--- config.mk ---
export PLATFORM = sky130hd
export DESIGN_NAME = goodness_label_select
export DESIGN_NICKNAME = d
export VERILOG_FILES = /design/src/rtl/goodness_label_select.sv
export SDC_FILE = /design/constraint.sdc
export NUM_CORES = 1
export LEC_CHECK = 0
export BUFFER_PORTS_ARGS = -buffer_cell sky130_fd_sc_hd__buf_2
export CAP_MARGIN = 20
export CORE_ASPECT_RATIO = 1.4
export CORE_MARGIN = 2
export CORE_UTILIZATION = 64
export DETAILED_ROUTE_END_ITERATION = 16
export PLACE_DENSITY = 0.89
export REMOVE_ABC_BUFFERS = 1
export SETUP_SLACK_MARGIN = 0.5
export SLEW_MARGIN = 40
export SYNTH_ARGS = -nofsm -noshare
export SYNTH_HDL_FRONTEND = slang
export SYNTH_SLANG_ARGS = --single-unit
--- constraint.sdc ---
create_clock -name clk -period 4.75 [get_ports clk]
set_input_delay 0.2375 -clock clk [delete_from_list [all_inputs] [get_ports clk]]
set_output_delay 0.2375 -clock clk [all_outputs]
set_load 0.01 [all_outputs]
--- src/rtl/goodness_label_select.sv ---
// Forward-Forward inference back-end: sums per-layer goodness per candidate label and reports the arg-max label.
// Optional GLS_SCORE_TABLE_EN adds a per-label score table with a combinational read port.
module goodness_label_select #(
    parameter int NUM_LABELS = 10,
    parameter int NUM_LAYERS = 4,
    parameter int DATA_WIDTH = 32,
    parameter int ACC_WIDTH  = 40,
    parameter int SKIP_FIRST = 1
) (
    input  logic                          clk,
    input  logic                          rst_n,
    input  logic                          start,
    output logic                          label_req,
    output logic [$clog2(NUM_LABELS)-1:0] label_idx,
    input  logic                          good_valid,
    input  logic [DATA_WIDTH-1:0]         good_in,
    output logic                          busy,
    output logic                          done,
    output logic [$clog2(NUM_LABELS)-1:0] pred_label,
    output logic [ACC_WIDTH-1:0]          best_score,
    output logic                          proto_err
`ifdef GLS_SCORE_TABLE_EN
    ,
    input  logic [$clog2(NUM_LABELS)-1:0] score_raddr,
    output logic [ACC_WIDTH-1:0]          score_rdata
`endif
);

    localparam int IDX_W = $clog2(NUM_LABELS);
    localparam int CNT_W = (NUM_LAYERS > 1) ? $clog2(NUM_LAYERS) : 1;
    localparam logic [IDX_W-1:0] LAST_LABEL = IDX_W'(NUM_LABELS - 1);
    localparam logic [CNT_W-1:0] LAST_LAYER = CNT_W'(NUM_LAYERS - 1);
    localparam logic signed [ACC_WIDTH-1:0] MOST_NEG = {1'b1, {(ACC_WIDTH-1){1'b0}}};

    if (ACC_WIDTH < DATA_WIDTH + $clog2(NUM_LAYERS)) begin : g_acc_width_check
        $error("ACC_WIDTH cannot hold NUM_LAYERS summed goodness values");
    end
    if (NUM_LABELS < 2) begin : g_labels_check
        $error("NUM_LABELS must be at least 2");
    end

    typedef enum logic [1:0] {
        S_IDLE    = 2'd0,
        S_RUN     = 2'd1,
        S_COMPARE = 2'd2,
        S_DONE    = 2'd3
    } state_t;

    state_t                        state_q;
    logic                          label_req_q;
    logic [IDX_W-1:0]              label_idx_q;
    logic [CNT_W-1:0]              layer_cnt_q;
    logic signed [ACC_WIDTH-1:0]   acc_q;
    logic signed [ACC_WIDTH-1:0]   best_q;
    logic [IDX_W-1:0]              pred_q;
    logic                          busy_q;
    logic                          done_q;
    logic [IDX_W-1:0]              pred_label_q;
    logic [ACC_WIDTH-1:0]          best_score_q;
    logic                          proto_err_q;

    logic signed [ACC_WIDTH-1:0]   good_ext;
    logic signed [ACC_WIDTH-1:0]   acc_d;
    logic signed [ACC_WIDTH-1:0]   best_d;
    logic [IDX_W-1:0]              pred_d;
    logic                          new_best;
    logic                          last_beat;

    // Strict greater-than means a tie never displaces the earlier (lower) label.
    always_comb begin
        good_ext  = ACC_WIDTH'($signed(good_in));
        acc_d     = acc_q + good_ext;
        if ((SKIP_FIRST != 0) && (layer_cnt_q == '0)) begin
            acc_d = acc_q;
        end
        last_beat = (layer_cnt_q == LAST_LAYER);
        new_best  = (acc_q > best_q);
        best_d    = new_best ? acc_q : best_q;
        pred_d    = new_best ? label_idx_q : pred_q;
    end

`ifdef GLS_SCORE_TABLE_EN
    logic [ACC_WIDTH-1:0] score_tbl_q [NUM_LABELS];

    always_comb begin
        score_rdata = '0;
        if (score_raddr <= LAST_LABEL) begin
            score_rdata = score_tbl_q[score_raddr];
        end
    end
`endif

    // NOTE: every register below is assigned with <= so all state updates see pre-edge values.
    always_ff @(posedge clk) begin
        if (!rst_n) begin
            state_q      <= S_IDLE;
            label_req_q  <= 1'b0;
            label_idx_q  <= '0;
            layer_cnt_q  <= '0;
            acc_q        <= '0;
            best_q       <= '0;
            pred_q       <= '0;
            busy_q       <= 1'b0;
            done_q       <= 1'b0;
            pred_label_q <= '0;
            best_score_q <= '0;
            proto_err_q  <= 1'b0;
`ifdef GLS_SCORE_TABLE_EN
            // NOTE: the table is small and must read as zero after reset, so it is a reset register file, not a RAM.
            for (int i = 0; i < NUM_LABELS; i++) begin
                score_tbl_q[i] <= '0;
            end
`endif
        end else begin
            label_req_q <= 1'b0;
            done_q      <= 1'b0;
            case (state_q)
                S_IDLE: begin
                    if (start) begin
                        label_idx_q <= '0;
                        layer_cnt_q <= '0;
                        acc_q       <= '0;
                        best_q      <= MOST_NEG;
                        pred_q      <= '0;
                        proto_err_q <= 1'b0;
                        busy_q      <= 1'b1;
                        label_req_q <= 1'b1;
                        state_q     <= S_RUN;
`ifdef GLS_SCORE_TABLE_EN
                        for (int i = 0; i < NUM_LABELS; i++) begin
                            score_tbl_q[i] <= '0;
                        end
`endif
                    end
                end
                S_RUN: begin
                    if (good_valid) begin
                        acc_q       <= acc_d;
                        layer_cnt_q <= layer_cnt_q + CNT_W'(1);
                        if (last_beat) begin
                            state_q <= S_COMPARE;
                        end
                    end
                end
                S_COMPARE: begin
                    best_q <= best_d;
                    pred_q <= pred_d;
`ifdef GLS_SCORE_TABLE_EN
                    score_tbl_q[label_idx_q] <= acc_q;
`endif
                    if (label_idx_q == LAST_LABEL) begin
                        pred_label_q <= pred_d;
                        best_score_q <= best_d;
                        done_q       <= 1'b1;
                        state_q      <= S_DONE;
                    end else begin
                        label_idx_q <= label_idx_q + IDX_W'(1);
                        acc_q       <= '0;
                        layer_cnt_q <= '0;
                        label_req_q <= 1'b1;
                        state_q     <= S_RUN;
                    end
                    if (good_valid) begin
                        proto_err_q <= 1'b1;
                    end
                end
                S_DONE: begin
                    busy_q  <= 1'b0;
                    state_q <= S_IDLE;
                    if (good_valid) begin
                        proto_err_q <= 1'b1;
                    end
                end
                default: begin
                    state_q <= S_IDLE;
                end
            endcase
        end
    end

    assign label_req  = label_req_q;
    assign label_idx  = label_idx_q;
    assign busy       = busy_q;
    assign done       = done_q;
    assign pred_label = pred_label_q;
    assign best_score = best_score_q;
    assign proto_err  = proto_err_q;

endmodule
==> impl_metrics.csv, run 1 <==
group,metric,value,unit
sta,setup_violations,0,
worst_setup_path,critPathCaptureType,"flip-flop",
route,drt_iter0_drc,456,
run_status,outcome,"finished clean",
worst_setup_path,rr_worst_depth,13,
worst_setup_path,crit_fanout,18,
global_route,grt_pass1_wl,35800,um
die,die_h,140,um
pwr,p_sw,900,uW
clock_network,clock-root-buffer,"clkbuf_16",
sta,slew_violations,0,
global_route,grt_max_degree,108,
logic_synthesis,yosysSeqAreaShare,33.1,%
sta,worst_slew_pin_slew,0.800,ns
global_route,antenna_found_initial,0,
die,io_pins,88,
place,placed_cell_area,8940,um^2
clock_network,htreeDepth,4,
pwr,leakage,4.18,nW
finish,seqCellArea,2800,um^2
logic_synthesis,yosys-top-cells-area,"dfxtp_1 33%, ha_1 12%, o21ai_0 7.7%",
die,initial_core_util,65.7,%
sta,finalCritPeriodShare,73.6,%
pwr,peakVddDrop,0.229,mV
sta,hold_violations,0,
global_route,grt_pass1_vias,7760,
worst_setup_path,arrival,3.77,ns
route,vias_per_cell,6.36,
worst_setup_path,critical_path.startpoint_type,"flip-flop",
flow_run,drv_cap,0,
logic_synthesis,synth_top_area_share,33.1,%
clock_network,clockBufferDepth,2,
finish,fin_util,74.2,%
route,wl,21400,um
worst_setup_path,required,5.02,ns
logic_synthesis,synth_commonest_cells,"140 x dfxtp_1, 130 x o21ai_0, 98 x nand3_1",
clock_network,path_clk_slew,0.06,ns
place,dp.cells,1216,
pwr,p_sw_share,28.0,%
logic_synthesis,synthesis.area,8460,um^2
worst_hold_path,hp-class,"in -> reg",
logic_synthesis,yosysWarnings,0,
place,hpwlAfterDp,13900,um
logic_synthesis,synthFlopType,"dfxtp_1",
finish,area_growth,13.0,%
sta,rsz0062_at_grt,"no",
route,ant_nets,0,
finish,stdcell_area,9560,um^2
logic_synthesis,synth_edf_count,0,
clock_network,clock_latency,0.42,ns
logic_synthesis,syn_area_per_cell,8.21,um^2
pwr,p_seq_share,37.8,%
route,dr.pass1.iters,5,
pwr,clkPwrFrac,43.5,%
logic_synthesis,synth-seq-cells,140,
worst_setup_path,critical_path_class,"reg -> reg",
die,num_rows,49,
pwr,intPower,2.31,mW
finish,multi_input_area,5220,um^2
worst_hold_path,hold_depth,4,
route,vias,7935,
finish,diodes,0,
pwr,power_density,336,nW/um^2
logic_synthesis,postSynthCellCount,1030,
logic_synthesis,async_reset_ff_share,0,%
sta,skew,0.00772,ns
finish,drive_above_1_share,12.4,%
global_route,grt_use_total,30.9,%
die,die_w,101,um
finish,nNetsFinal,1202,
logic_synthesis,yosysUniqueCellTypes,55,
finish,fillers,905,
pwr,pwr-share-comb,18.7,%
clock_network,cts_resized,0,
die,die_area,14200,um^2
finish,instances_no_fill,1247,
logic_synthesis,post-synth-top-count-cell,"dfxtp_1",
clock_network,cts_buffers,17,
sta,slew_headroom,46.7,%
route,avgRoutedWirePerCell,17.1,um
sta,holdWs,0.162,ns
sta,finalCriticalPeriod,3.50,ns
route,drc_errors,0,
sta,max_freq,286,MHz
clock_network,cts_tree,"yes",
global_route,overflow,0,
place,gp_congestion,0.958,
clock_network,cts_hold_buf,0,
logic_synthesis,synth_area_leader_cell,"dfxtp_1",
place,port-buffer-count,87,
die,core,12900,um^2
clock_network,numClockSinks,140,
clock_network,cts_setup_buffers,0,
## cells by family (layout without fill, tap and decap cells)
kind of cell             Yosys count  after routing  share of synthesized area, %
AO/OA/AOI/OAI                    346            346                          24.5
adder cells (fa/ha/maj)           84             84                          12.5
AND/OR/NAND/NOR                  264            264                          15.9
XOR/XNOR                          33             33                          3.42
multiplexers                      43             43                          5.09
buffers and inverters            120            184                          5.43
flip-flops                       140            140                          33.1
## power by group through the flow
stage	registers, mW	clock network [mW]	logic (mW)
finish	1.22	1.40	0.601
global route	1.22	1.45	0.647
CTS	1.21	1.40	0.592
detailed placement	1.24	0	0.585
global placement	1.24	0	0.574
floorplan	1.23	0	0.447
## layout by cell type, fill, tap and decap left out, types with 4 or more instances in the layout
cell type    n
a211oi_1     6
a21o_1      36
a21oi_1     93
a22oi_1     18
a31oi_1      5
and2_1      14
and3_1       4
buf_2       86
buf_4        7
clkbuf_16   17
clkbuf_8     4
dfxtp_1    140
ha_1        83
inv_1       58
mux2i_1     43
nand2_1     43
nand2b_1     7
nand3_1     98
nand4_1     17
nor2_1      31
nor2b_1     30
nor3_1       5
o21a_1       9
o21ai_0    130
o21ai_1      6
o21bai_1     6
o41ai_1      4
xnor2_1     22
xor2_1      11
## critical path, cell delays in order, from the launching register on
cell and delay [ns]:
dfxtp_1 0.35, inv_1 0.05, ha_1 0.29, a21o_1 0.21, a21o_1 0.19, a21oi_1 0.26, o21ai_0 0.12, a21o_1 0.18
a21oi_1 0.20, nand3b_1 0.20, nand2_2 0.52, buf_4 0.38, mux2i_1 0.27, a21oi_1 0.11
## final timing paths
kind / startpoint / end / slack, ns
worst min register to register: pred_q[0]$_SDFFE_PN0P_ / pred_q[0]$_SDFFE_PN0P_ / 0.47
worst max-delay path: best_q[17]$_SDFFE_PN0P_ / pred_label[0]$_SDFFE_PN0P_ / 1.25
worst max register to register: best_q[17]$_SDFFE_PN0P_ / pred_label[0]$_SDFFE_PN0P_ / 1.25
worst min-delay path: start / state_q[0]$_SDFFE_PN0P_ / 0.16
## metrics by stage
| stage | total power, mW | setup slack (ns) | setup TNS [ns] |
|---|---|---|---|
| 6_report | 3.21 | 1.25 | 0 |
| 5_1_grt | 3.31 | 1.18 | 0 |
| 4_1_cts | 3.21 | 1.35 | 0 |
| 3_5_place_dp | 1.82 | 1.42 | 0 |
| 3_3_place_gp | 1.81 | 1.53 | 0 |
| 2_1_floorplan | 1.68 | -0.519 | -13.96 |
## layout make-up
type	count	area share (%)
inverter	58	2.28
timing repair buffer	95	5.29
clock inverter	10	1.44
multi-input combinational	770	54.6
clock buffer	21	5.03
tap	153	2.00
sequential	140	29.3
## sequential cells by signal (all words and copies together), names as in the netlist, 2 cells and up
signal,flops
acc_q,40
best_q,40
best_score,40
label_idx,4
pred_label,4
pred_q,4
layer_cnt_q,2
state_q,2
## layer usage
| metal | share of wire [%] | track usage [%] | vias to the layer above |
|---|---|---|---|
| li1 | - | - | 3838 |
| met1 | 40 | 35.8 | 3749 |
| met2 | 51 | 53.0 | 265 |
| met3 | 5.1 | 5.24 | 83 |
| met4 | 4.3 | 17.2 | 0 |
| met5 | 0 | 0 | - |
Note: power is estimated with default switching activity, not from simulation.
==> run 2, diff against run 1 <==
Settings changed: CORE_UTILIZATION 64 to 54, PLACE_DENSITY 0.89 to 0.8.
Clock period 4.75 ns to 3 ns, I/O delays scaled along.
==> impl_metrics.csv, run 2 (synthesis gave the netlist of run 1 again) <==
group,metric,value,unit
run_status,outcome,"complete, but fails checks",
run_status,failed_checks,"setup timing",
worst_setup_path,cpMostUsedCell,"buf_6",
place,port-buffer-count,87,
global_route,overflow,0,
clock_network,clock-root-buffer,"clkbuf_16",
worst_setup_path,worstPathCellList,"ha_4, nand4_1, or2_4, a21oi_2, o211ai_1, a21o_1, buf_6, a21oi_4, buf_6, buf_12, buf_8, buf_16, nand3_2, o21ai_2",
route,drc_errors,0,
clock_network,cts_tree,"yes",
route,vias,10500,
worst_setup_path,cp-startpoint,"acc_q[15]$_SDFFE_PN0P_",
pwr,leakage,5.31,nW
place,hpwlAfterDp,15800,um
global_route,grt_max_degree,91,
sta,holdWs,0.107,ns
sta,worst_slew_pin_slew,0.858,ns
route,drt_iter0_drc,1851,
die,die_h,152,um
finish,nNetsFinal,1337,
worst_setup_path,cpPeakStageDelay,0.74,ns
route,avgRoutedWirePerCell,29.7,um
sta,skew,0.0131,ns
finish,final_cell_mix,"94 x dfxtp_1, 86 x buf_2, 75 x buf_4",
clock_network,cts_buffers,17,
route,dr.pass1.iters,15,
worst_setup_path,rr_startpoint,"acc_q[15]$_SDFFE_PN0P_",
place,dp.cells,1298,
sta,finalWorstSetupSlack,-0.374,ns
sta,setup_violations,95,
die,io_pins,88,
sta,slew_headroom,42.8,%
sta,rsz0062_at_grt,"yes",
die,initial_core_util,54.7,%
worst_setup_path,critPathCaptureType,"flip-flop",
pwr,peakVddDrop,0.460,mV
clock_network,clock_latency,0.46,ns
sta,finalCritPeriodShare,112,%
sta,finalCriticalPeriod,3.37,ns
die,core,15500,um^2
worst_setup_path,arrival,3.75,ns
global_route,grt_pass1_wl,51400,um
global_route,grt_use_total,40.0,%
worst_setup_path,crit_fanout,6,
worst_setup_path,required,3.38,ns
route,wl,42400,um
clock_network,clockBufferDepth,2,
worst_hold_path,hp-class,"in -> reg",
worst_setup_path,critical_path.startpoint_type,"flip-flop",
finish,instances_no_fill,1426,
finish,area_growth,51.9,%
clock_network,numClockSinks,140,
sta,slew_violations,0,
route,ant_nets,0,
route,vias_per_cell,7.34,
finish,diodes,0,
finish,layout_commonest_cell,"dfxtp_1",
global_route,grt_pass1_vias,9635,
clock_network,htreeDepth,4,
die,num_rows,54,
worst_setup_path,critical_path_class,"reg -> reg",
die,die_area,16700,um^2
finish,drive_above_1_share,42.6,%
place,gp_congestion,0.932,
sta,max_freq,296,MHz
die,die_w,110,um
flow_run,drv_cap,0,
sta,hold_violations,0,
worst_setup_path,critical-path-slowest-cell,"dfxtp_1",
global_route,antenna_found_initial,0,
clock_network,path_clk_slew,0.07,ns
worst_hold_path,worstHoldStart,"good_valid",
pwr,power_density,495,nW/um^2
-- run 2: path summary, 6_finish.rpt --
check                             to  slack (ns)  cells past startpoint
max reg2reg  best_q[17]$_SDFFE_PN0P_       -0.37                     14
min reg2reg   best_q[5]$_SDFFE_PN0P_        0.49                      2
max          best_q[17]$_SDFFE_PN0P_       -0.37                     14
min           proto_err$_SDFFE_PN0P_        0.11                      3
-- run 2: repair_timing --
action                     4_1_cts  5_1_grt
buffers inserted                53       26
pin swaps                      114       94
setup endpoints to repair      111      128
cloned                          16        1
gates resized for setup        253      185
hold buffers                     0        0
-- run 2: final cells by class --
| cell class | instances | area (um^2) |
|---|---|---|
| multi-input cells | 770 | 6710 |
| clock inverters | 13 | 143 |
| inverters | 58 | 218 |
| repair buffers | 230 | 2210 |
| flip-flops and latches | 140 | 2880 |
| fillers | 686 | 2620 |
| clock buffers | 19 | 443 |
| well taps | 196 | 245 |
-- run 2: worst max-delay path, delay by kind of cell (launching register included) --
| kind | cells | cell delay [ns] |
|---|---|---|
| compound gates | 5 | 0.91 |
| flops | 1 | 0.74 |
| simple gates | 3 | 0.67 |
| buf+inv | 5 | 0.67 |
| fa+ha+maj | 1 | 0.28 |
-- run 2: metal layers --
| metal | vias to the layer above | track usage (%) | part of all wire, % |
|---|---|---|---|
| met3 | 464 | 13.5 | 13 |
| li1 | 4117 | - | - |
| met1 | 4823 | 42.6 | 31 |
| met5 | - | 0 | 0.30 |
| met4 | 6 | 30.7 | 11 |
| met2 | 1061 | 63.8 | 44 |
-- run 2: per-stage QoR --
step / util [%] / power [mW] / instance area, um^2 / setup slack [ns] / TNS (ns)
3_3_place_gp: 60.4 / 3.06 / 9340 / 0.0704 / 0
6_report: 83.1 / 6.36 / 12800 / -0.374 / -24.19
2_1_floorplan: - / 2.66 / 8220 / -2.27 / -189.64
4_1_cts: 76.1 / 5.77 / 11800 / 0.0952 / 0
5_1_grt: 83.1 / 6.45 / 12800 / -0.538 / -37.66
3_5_place_dp: 60.4 / 3.08 / 9340 / 0.0155 / 0
-- run 2: where the power goes --
group | internal, mW | total, mW | switching, mW | leakage (nW)
combinational | 1.10 | 2.24 | 1.14 | 3.88
sequential | 1.88 | 1.93 | 0.0460 | 1.16
clock | 1.25 | 2.20 | 0.949 | 0.272
